## src/rtl/of_issue_if.sv

```systemverilog
// of_issue_if: fetch-side handshake, write-back port and OF/EX latch outputs
// of the SimpleRISC operand-fetch/issue stage.
// The stage connects through the slave modport. The fetch/EX/WB side, or a
// bench, drives it through the master modport.
interface of_issue_if #(
    parameter int XLEN = 32
);
    logic            if_valid;
    logic [XLEN-1:0] if_pc;
    logic [31:0]     if_instr;
    logic            of_ready;
    logic            ex_stall;
    logic            flush;
    logic            wb_we;
    logic [3:0]      wb_rd;
    logic [XLEN-1:0] wb_data;
    logic            ex_valid;
    logic [XLEN-1:0] ex_pc;
    logic [XLEN-1:0] op1;
    logic [XLEN-1:0] B;
    logic [XLEN-1:0] op2;
    logic [XLEN-1:0] branchTarget;
    logic [4:0]      Alu_Signal;
    logic            isRet;
    logic            isBeq;
    logic            isBgt;
    logic            isUbranch;
    logic            isLd;
    logic            isSt;
    logic            isWb;
    logic [3:0]      ex_rd;

    modport master (
        output if_valid, if_pc, if_instr, ex_stall, flush, wb_we, wb_rd, wb_data,
        input  of_ready, ex_valid, ex_pc, op1, B, op2, branchTarget, Alu_Signal,
               isRet, isBeq, isBgt, isUbranch, isLd, isSt, isWb, ex_rd
    );

    modport slave (
        input  if_valid, if_pc, if_instr, ex_stall, flush, wb_we, wb_rd, wb_data,
        output of_ready, ex_valid, ex_pc, op1, B, op2, branchTarget, Alu_Signal,
               isRet, isBeq, isBgt, isUbranch, isLd, isSt, isWb, ex_rd
    );
endinterface

```

## src/rtl/of_issue_stage.sv

```systemverilog
// of_issue_stage: SimpleRISC operand fetch / issue.
// The stage decodes the fetched instruction and reads the 16-entry register
// file, which it owns. It builds the immediate and the branch target, and it
// registers the result into the OF/EX latch.
// A pending-write scoreboard interlocks RAW and WAW hazards, because the
// pipeline has no forwarding.
// Build option: OF_WB_BYPASS_EN. When it is defined, a source register that is
// being written back in the same cycle reads wb_data and does not stall.
module of_issue_stage #(
    parameter int XLEN   = 32,
    parameter int RA_IDX = 15
) (
    input logic         clk,
    input logic         rst_n,
    of_issue_if.slave   bus
);
    localparam logic [3:0] RA_REG  = 4'(RA_IDX);
    localparam logic [4:0] OP_CMP  = 5'd5;
    localparam logic [4:0] OP_NOT  = 5'd8;
    localparam logic [4:0] OP_MOV  = 5'd9;
    localparam logic [4:0] OP_ALU_LAST = 5'd12;
    localparam logic [4:0] OP_LD   = 5'd14;
    localparam logic [4:0] OP_ST   = 5'd15;
    localparam logic [4:0] OP_BEQ  = 5'd16;
    localparam logic [4:0] OP_BGT  = 5'd17;
    localparam logic [4:0] OP_B    = 5'd18;
    localparam logic [4:0] OP_CALL = 5'd19;
    localparam logic [4:0] OP_RET  = 5'd20;

    typedef struct packed {
        logic [XLEN-1:0] pc;
        logic [XLEN-1:0] op1;
        logic [XLEN-1:0] b;
        logic [XLEN-1:0] op2;
        logic [XLEN-1:0] tgt;
        logic [4:0]      alu;
        logic            isRet;
        logic            isBeq;
        logic            isBgt;
        logic            isUbranch;
        logic            isLd;
        logic            isSt;
        logic            isWb;
        logic [3:0]      rd;
    } latch_t;

    logic [XLEN-1:0] regFile_r [16];
    logic [15:0]     pending_r;
    logic            exValid_r;
    latch_t          latch_r;

    logic [4:0]      opcode_s;
    logic            immSel_s;
    logic [3:0]      rd_s, rs1_s, rs2_s;
    logic [1:0]      modifier_s;
    logic [15:0]     imm16_s;
    logic [26:0]     offset_s;
    logic            isAluOp_s, isCall_s;
    logic            useRs1_s, useRs2_s, useRd_s, useRa_s;
    logic [XLEN-1:0] imm_s, rs1Val_s, rs2Val_s, rdVal_s, raVal_s;
    logic [15:0]     bypassHit_s, srcPend_s, clrMask_s, setMask_s;
    logic            hazard_s, issue_s;
    latch_t          dec_s;

    assign opcode_s   = bus.if_instr[31:27];
    assign immSel_s   = bus.if_instr[26];
    assign rd_s       = bus.if_instr[25:22];
    assign rs1_s      = bus.if_instr[21:18];
    assign rs2_s      = bus.if_instr[17:14];
    assign modifier_s = bus.if_instr[17:16];
    assign imm16_s    = bus.if_instr[15:0];
    assign offset_s   = bus.if_instr[26:0];

    // Registers written back this very cycle that may be read directly from wb_data.
    always_comb begin
        bypassHit_s = 16'd0;
`ifdef OF_WB_BYPASS_EN
        if (bus.wb_we) begin
            bypassHit_s = 16'd1 << bus.wb_rd;
        end else begin
            bypassHit_s = 16'd0;
        end
`endif
    end

    assign rs1Val_s = bypassHit_s[rs1_s]  ? bus.wb_data : regFile_r[rs1_s];
    assign rs2Val_s = bypassHit_s[rs2_s]  ? bus.wb_data : regFile_r[rs2_s];
    assign rdVal_s  = bypassHit_s[rd_s]   ? bus.wb_data : regFile_r[rd_s];
    assign raVal_s  = bypassHit_s[RA_REG] ? bus.wb_data : regFile_r[RA_REG];

    assign isAluOp_s = (opcode_s <= OP_ALU_LAST);
    assign isCall_s  = (opcode_s == OP_CALL);
    assign useRs1_s  = (isAluOp_s && (opcode_s != OP_NOT) && (opcode_s != OP_MOV))
                       || (opcode_s == OP_LD) || (opcode_s == OP_ST);
    assign useRs2_s  = isAluOp_s && !immSel_s;
    assign useRd_s   = (opcode_s == OP_ST);
    assign useRa_s   = (opcode_s == OP_RET);

    // Immediate formation from the modifier field; 11 behaves like 00.
    always_comb begin
        case (modifier_s)
            2'b01:   imm_s = {{(XLEN-16){1'b0}}, imm16_s};
            2'b10:   imm_s = {{(XLEN-32){1'b0}}, imm16_s, 16'h0000};
            default: imm_s = {{(XLEN-16){imm16_s[15]}}, imm16_s};
        endcase
    end

    // Decoded contents of the OF/EX latch for the instruction currently in OF.
    always_comb begin
        dec_s           = '0;
        dec_s.pc        = bus.if_pc;
        dec_s.tgt       = bus.if_pc + {{(XLEN-29){offset_s[26]}}, offset_s, 2'b00};
        dec_s.alu       = isAluOp_s ? opcode_s : 5'd0;
        dec_s.isRet     = (opcode_s == OP_RET);
        dec_s.isBeq     = (opcode_s == OP_BEQ);
        dec_s.isBgt     = (opcode_s == OP_BGT);
        dec_s.isUbranch = (opcode_s == OP_B) || isCall_s || (opcode_s == OP_RET);
        dec_s.isLd      = (opcode_s == OP_LD);
        dec_s.isSt      = (opcode_s == OP_ST);
        dec_s.isWb      = (isAluOp_s && (opcode_s != OP_CMP)) || (opcode_s == OP_LD) || isCall_s;
        dec_s.rd        = isCall_s ? RA_REG : rd_s;
        dec_s.op2       = (opcode_s == OP_ST) ? rdVal_s : {XLEN{1'b0}};
        if (isCall_s) begin
            dec_s.op1 = bus.if_pc;
            dec_s.b   = {{(XLEN-3){1'b0}}, 3'd4};
        end else if (opcode_s == OP_RET) begin
            dec_s.op1 = raVal_s;
            dec_s.b   = immSel_s ? imm_s : rs2Val_s;
        end else if ((opcode_s == OP_LD) || (opcode_s == OP_ST) || immSel_s) begin
            dec_s.op1 = rs1Val_s;
            dec_s.b   = imm_s;
        end else begin
            dec_s.op1 = rs1Val_s;
            dec_s.b   = rs2Val_s;
        end
    end

    // A source that is being bypassed this cycle no longer counts as pending.
    assign srcPend_s = pending_r & ~bypassHit_s;
    assign hazard_s  = (useRs1_s && srcPend_s[rs1_s]) || (useRs2_s && srcPend_s[rs2_s])
                     || (useRd_s && srcPend_s[rd_s]) || (useRa_s && srcPend_s[RA_REG])
                     || (dec_s.isWb && pending_r[dec_s.rd]);
    assign issue_s   = bus.if_valid && !bus.ex_stall && !bus.flush && !hazard_s;
    assign bus.of_ready = !bus.ex_stall && !hazard_s;

    // The set is applied after the clear, so an issue to the same index wins.
    assign clrMask_s = bus.wb_we ? (16'd1 << bus.wb_rd) : 16'd0;
    assign setMask_s = (issue_s && dec_s.isWb) ? (16'd1 << dec_s.rd) : 16'd0;

    // Scoreboard of destinations with a write still in flight.
    always_ff @(posedge clk or negedge rst_n) begin
        if (!rst_n) begin
            pending_r <= 16'd0;
        end else begin
            pending_r <= (pending_r & ~clrMask_s) | setMask_s;
        end
    end

    // Register file, written by the WB stage.
    always_ff @(posedge clk or negedge rst_n) begin
        if (!rst_n) begin
            for (int i = 0; i < 16; i++) begin
                regFile_r[i] <= {XLEN{1'b0}};
            end
        end else if (bus.wb_we) begin
            regFile_r[bus.wb_rd] <= bus.wb_data;
        end
    end

    // OF/EX latch: flush beats stall, stall holds, otherwise issue or bubble.
    always_ff @(posedge clk or negedge rst_n) begin
        if (!rst_n) begin
            exValid_r <= 1'b0;
            latch_r   <= '0;
        end else if (bus.flush) begin
            exValid_r <= 1'b0;
        end else if (bus.ex_stall) begin
            exValid_r <= exValid_r;
        end else if (issue_s) begin
            exValid_r <= 1'b1;
            latch_r   <= dec_s;
        end else begin
            exValid_r <= 1'b0;
        end
    end

    assign bus.ex_valid     = exValid_r;
    assign bus.ex_pc        = latch_r.pc;
    assign bus.op1          = latch_r.op1;
    assign bus.B            = latch_r.b;
    assign bus.op2          = latch_r.op2;
    assign bus.branchTarget = latch_r.tgt;
    assign bus.Alu_Signal   = latch_r.alu;
    assign bus.isRet        = latch_r.isRet;
    assign bus.isBeq        = latch_r.isBeq;
    assign bus.isBgt        = latch_r.isBgt;
    assign bus.isUbranch    = latch_r.isUbranch;
    assign bus.isLd         = latch_r.isLd;
    assign bus.isSt         = latch_r.isSt;
    assign bus.isWb         = latch_r.isWb;
    assign bus.ex_rd        = latch_r.rd;
endmodule

```

## src/flat_wrapper.sv

```systemverilog
// flat-port wrapper written by rule: the top's interface ports become plain ports
module of_issue_stage_flat 
#(
    parameter int XLEN   = 32,
    parameter int RA_IDX = 15
)
  (clk, rst_n, bus_if_valid, bus_if_pc, bus_if_instr, bus_ex_stall, bus_flush, bus_wb_we, bus_wb_rd, bus_wb_data, bus_of_ready, bus_ex_valid, bus_ex_pc, bus_op1, bus_B, bus_op2, bus_branchTarget, bus_Alu_Signal, bus_isRet, bus_isBeq, bus_isBgt, bus_isUbranch, bus_isLd, bus_isSt, bus_isWb, bus_ex_rd);
  of_issue_if #(.XLEN(XLEN)) bus_i ();
  input logic clk;
  input logic rst_n;
  input wire logic [$bits(bus_i.if_valid)-1:0] bus_if_valid;
  input wire logic [$bits(bus_i.if_pc)-1:0] bus_if_pc;
  input wire logic [$bits(bus_i.if_instr)-1:0] bus_if_instr;
  input wire logic [$bits(bus_i.ex_stall)-1:0] bus_ex_stall;
  input wire logic [$bits(bus_i.flush)-1:0] bus_flush;
  input wire logic [$bits(bus_i.wb_we)-1:0] bus_wb_we;
  input wire logic [$bits(bus_i.wb_rd)-1:0] bus_wb_rd;
  input wire logic [$bits(bus_i.wb_data)-1:0] bus_wb_data;
  output wire logic [$bits(bus_i.of_ready)-1:0] bus_of_ready;
  output wire logic [$bits(bus_i.ex_valid)-1:0] bus_ex_valid;
  output wire logic [$bits(bus_i.ex_pc)-1:0] bus_ex_pc;
  output wire logic [$bits(bus_i.op1)-1:0] bus_op1;
  output wire logic [$bits(bus_i.B)-1:0] bus_B;
  output wire logic [$bits(bus_i.op2)-1:0] bus_op2;
  output wire logic [$bits(bus_i.branchTarget)-1:0] bus_branchTarget;
  output wire logic [$bits(bus_i.Alu_Signal)-1:0] bus_Alu_Signal;
  output wire logic [$bits(bus_i.isRet)-1:0] bus_isRet;
  output wire logic [$bits(bus_i.isBeq)-1:0] bus_isBeq;
  output wire logic [$bits(bus_i.isBgt)-1:0] bus_isBgt;
  output wire logic [$bits(bus_i.isUbranch)-1:0] bus_isUbranch;
  output wire logic [$bits(bus_i.isLd)-1:0] bus_isLd;
  output wire logic [$bits(bus_i.isSt)-1:0] bus_isSt;
  output wire logic [$bits(bus_i.isWb)-1:0] bus_isWb;
  output wire logic [$bits(bus_i.ex_rd)-1:0] bus_ex_rd;
  assign bus_i.if_valid = bus_if_valid;
  assign bus_i.if_pc = bus_if_pc;
  assign bus_i.if_instr = bus_if_instr;
  assign bus_i.ex_stall = bus_ex_stall;
  assign bus_i.flush = bus_flush;
  assign bus_i.wb_we = bus_wb_we;
  assign bus_i.wb_rd = bus_wb_rd;
  assign bus_i.wb_data = bus_wb_data;
  assign bus_of_ready = bus_i.of_ready;
  assign bus_ex_valid = bus_i.ex_valid;
  assign bus_ex_pc = bus_i.ex_pc;
  assign bus_op1 = bus_i.op1;
  assign bus_B = bus_i.B;
  assign bus_op2 = bus_i.op2;
  assign bus_branchTarget = bus_i.branchTarget;
  assign bus_Alu_Signal = bus_i.Alu_Signal;
  assign bus_isRet = bus_i.isRet;
  assign bus_isBeq = bus_i.isBeq;
  assign bus_isBgt = bus_i.isBgt;
  assign bus_isUbranch = bus_i.isUbranch;
  assign bus_isLd = bus_i.isLd;
  assign bus_isSt = bus_i.isSt;
  assign bus_isWb = bus_i.isWb;
  assign bus_ex_rd = bus_i.ex_rd;
  of_issue_stage #(.XLEN(XLEN), .RA_IDX(RA_IDX)) u_core (.clk(clk), .rst_n(rst_n), .bus(bus_i));
endmodule
```

## config.mk

```make
export PLATFORM = sky130hd
export DESIGN_NAME = of_issue_stage_flat
export DESIGN_NICKNAME = d
export VERILOG_FILES = /design/src/rtl/of_issue_if.sv /design/src/rtl/of_issue_stage.sv /design/src/flat_wrapper.sv
export SDC_FILE = /design/constraint.sdc
export NUM_CORES = 1
export LEC_CHECK = 0
export ABC_CLOCK_PERIOD_IN_PS = 2990
export CORE_ASPECT_RATIO = 1.1
export CORE_UTILIZATION = 30
export DETAILED_ROUTE_END_ITERATION = 16
export SYNTH_ARGS = -nofsm -noshare
export SYNTH_HDL_FRONTEND = slang
export SYNTH_SLANG_ARGS = --single-unit
export TNS_END_PERCENT = 5
```

## constraint.sdc

```tcl
create_clock -name clk -period 2.99 [get_ports clk]
set_input_delay 0.598 -clock clk [delete_from_list [all_inputs] [get_ports clk]]
set_output_delay 0.598 -clock clk [all_outputs]
set_load 0.05 [all_outputs]
```

==> impl_results.md <==
* Status: finished with violations
* Violated checks: negative setup slack
* Final Skew at between 20 and 30 ps
* Share of async-settable or async-resettable flops after synthesis at 100%
* CP top delay family: compound AO/OA/AOI/OAI gates
* First-pass GRT wire length at about 210000 microns
* Cell area after synthesis at a little over 0.04 sq mm
* CP Buf/Inv Count at 1
* I/O Pins at around 280
* Dpl cells at about 5000
* CTS HTree Levels at 3
* Vias in the first global route at between 20000 and 30000
* Final Cycle Share at 115%
* Clk pin slew, worst setup/hold paths at ~60 ps
* Core area at between 0.1 and 0.15 sq mm
* Synth cell types at 65
* Synth Area per Inst at approximately 14 sq um
* Worst slew margin at approximately a third
* Vias per cell at about 5.6
* Switch Pwr at around 12 mW
* Layout cells sized above 1 at approximately half
* Final setup margin at -458 ps
* F_max at approximately 290 MHz
* Power share of the combinational group at about 33%
* Area leader, netlist: dfrtp_1
* Die Wd at 354 microns
* Critical path class: reg -> out
* GRT Total Usage at 20.2%
* Via count at roughly 29000
* Routability cong. at just under 0.9
* Drt total wl at about 140000 microns
* Top cell type's share of synthesized area at a little over two fifths
* Register bit total from synthesis at around 700
* Sequential share of the synthesized area at 43.1%
* Slowest cell on crit path: dfrtp_2
* Synth area leaders: dfrtp_1, mux4_2, mux2_2
* Clk_lat worst skew at just under 700 ps
* Kind of start point of the critical path: flip-flop
* CTS buffer count at 76
* Antenna viol nets, final at 0
* Internal power at ~24 mW
* Fin area at 0.0514 sq mm
* Power share of the sequential group at 38.2%
* Final Slew Violations at 0
* Clock share of power at between 20% and 30%
* Crit path time final at roughly 3400 ps
* Nets at approximately 3400
* Final setup fails at 4
* Synth Instances at 2844
* Initial Util at between 30% and 40%
* Setup crit end kind: output port
* CTS Sinks at 703
* Total grt overflow at 0
* Type of the tightest min-delay check: in -> reg
* Worst VDD drop at about 0.0005 V
* DR WL/cell at approximately 27 microns
* Worst-margin pin slew at around 1000 ps
* Largest net degree at the start of global routing at a little under 80
* Worst Path Max Fanout at 5
* Leak at between 20 and 25 nW
* Initial antenna violation count at 12
* Net Sw Frac at ~33%
* Clock Tree Buf Depth at 3
* RSZ-0062 raised after global routing: yes
* Hpwl dp at between 90000 and 100000 microns
* Max Cap Viol at 0
* Largest stage delay on the critical path at 460 ps
* # DRC at 0
* Worst path arrival time at between 2000 and 3000 ps
* Data required time of the worst path at around 2400 ps
* Chip height at just under 400 microns
* Yosys warning count at 0
* EDFF count, synth at 0
* Fin. Hold Viols at 0
* TritonCTS clock tree: done
* Std-Cell Rows at roughly 140
* Iteration-0 DRC Markers at between 2000 and 2500
* Most frequent cells in the layout: dfrtp_1, mux2_2, mux4_2
* DP Area at approximately 0.048 sq mm
* Fin cells at between 5000 and 6000
* Worst-path cell chain: mux2_2 -> mux4_2 -> a221o_1 -> a311oi_2 -> o21a_2 -> buf_12
* Pre-Repair DR Iteration Count at 5
* Die area at between 0.1 and 0.15 sq mm
* Port Buffer Count at roughly 280
* Most common cell after layout, fill and taps aside: dfrtp_1
* Area growth, synth to finish at 25.9%
* Post-Syn Nets at about 3000
* Power Density at between 600 and 700 mW/mm^2
* Main synth FF type: dfrtp_1
* Root Driver: clkbuf_16
## synthesized netlist by cell type (11+ instances only)
cell type and count:
a21o_1 16, a21oi_1 81, a22oi_1 15, buf_1 42
buf_2 28, clkbuf_1 194, dfrtp_1 703, ha_1 31
inv_1 17, mux2_2 553, mux2i_1 36, mux4_2 492
nand2_1 175, nand2b_1 11, nand3_1 37, nor2_1 94
o21ai_0 143, o31ai_1 23, o31ai_2 15, xnor2_1 11
xor2_1 13
## power by group through the flow
| stage | clock network, mW | registers (mW) | logic, mW |
|---|---|---|---|
| 5_1_grt | 10.7 | 14.0 | 12.5 |
| 2_1_floorplan | 0 | 15.1 | 6.03 |
| 3_3_place_gp | 0 | 13.6 | 11.7 |
| 3_5_place_dp | 0 | 13.8 | 11.8 |
| 4_1_cts | 10.4 | 13.6 | 11.9 |
| 6_report | 10.1 | 13.6 | 11.9 |
## area by class of cell
class                   count  area, sq um
clock inverters            33          502
inverters                  18         67.6
clock buffers             102         2130
multi-input cells        1849        22400
fillers                 12600        83200
flip-flops and latches    703        17600
repair buffers            639         6480
diodes                      4         10.0
well taps                1787         2240
## cell families after synthesis
group                      synth area share (%)
muxes                                      43.3
and+or+nand+nor                            3.96
buffers and inverters                      2.93
xor gates and xnor gates                  0.515
AOI/OAI and AO/OA                          5.22
DFF                                        43.1
adders and majority gates                 0.999
## path summary, 6_finish.rpt
check / slack, ps / start / end / cells after the start
worst min-delay path: 300 / bus_if_instr[23] / u_core.bus.ex_rd[1] / 3
worst max-delay path: -460 / u_core.pending_r[6] / bus_of_ready / 6
max in group asynchronous: 1590 / rst_n / u_core.regFile_r[201] / 4
worst min register to register: 480 / u_core.bus.branchTarget[13] / u_core.bus.branchTarget[13] / 2
min in group asynchronous: 430 / rst_n / u_core.bus.ex_pc[29] / 2
worst max register to register: -50 / u_core.pending_r[6] / u_core.pending_r[8] / 10
## per-stage QoR
stage / worst slack, ps / TNS, ps / power, mW / utilization [%] / hold WS, ps
after floorplan: -81.2 / -9810 / 21.1 / - / 302
after global placement: -789 / -59520 / 25.3 / 35.9 / 461
after detailed placement: -805 / -54470 / 25.6 / 35.9 / 467
after CTS: -517 / -517 / 35.8 / 37.9 / 259
after global routing: -514 / -2580 / 37.2 / 38.2 / 403
final: -458 / -519 / 35.6 / 38.2 / 298
## worst min-delay path: stages
cell and delay, ps:
buf_6 140, nor2_1 100, o21ai_0 70
## sequential cells by signal, indices dropped and copies added, names as in the netlist, 4 cells and up
register and cells:
u_core.bus.Alu_Signal 5, u_core.bus.B 32, u_core.bus.branchTarget 32, u_core.bus.ex_pc 30, u_core.bus.ex_rd 4, u_core.bus.op1 32, u_core.bus.op2 32, u_core.pending_r 16
u_core.raVal_s 32, u_core.regFile_r 480
## per-layer routing
layer / part of all wire [%] / wire length (microns) / global-route usage (%) / vias to the layer above
met1: 41 / 57600 / 26.9 / 15400
li1: - / - / - / 12000
met4: 3.0 / 4180 / 6.61 / 18
met3: 7.4 / 10300 / 3.85 / 233
met2: 48 / 67900 / 33.2 / 1073
met5: 0.079 / 110 / 0 / -
## repair_timing
item | in CTS | in global routing
resized for setup | 9 | 72
hold buffers | 1 | 0
endpoints found under the hold margin | 34 | 0
cloned | 0 | 2
pin swaps | 1 | 11
setup buffers | 4 | 5
setup endpoints to repair | 8 | 105
No activity file was read; power rests on OpenSTA's default activity.
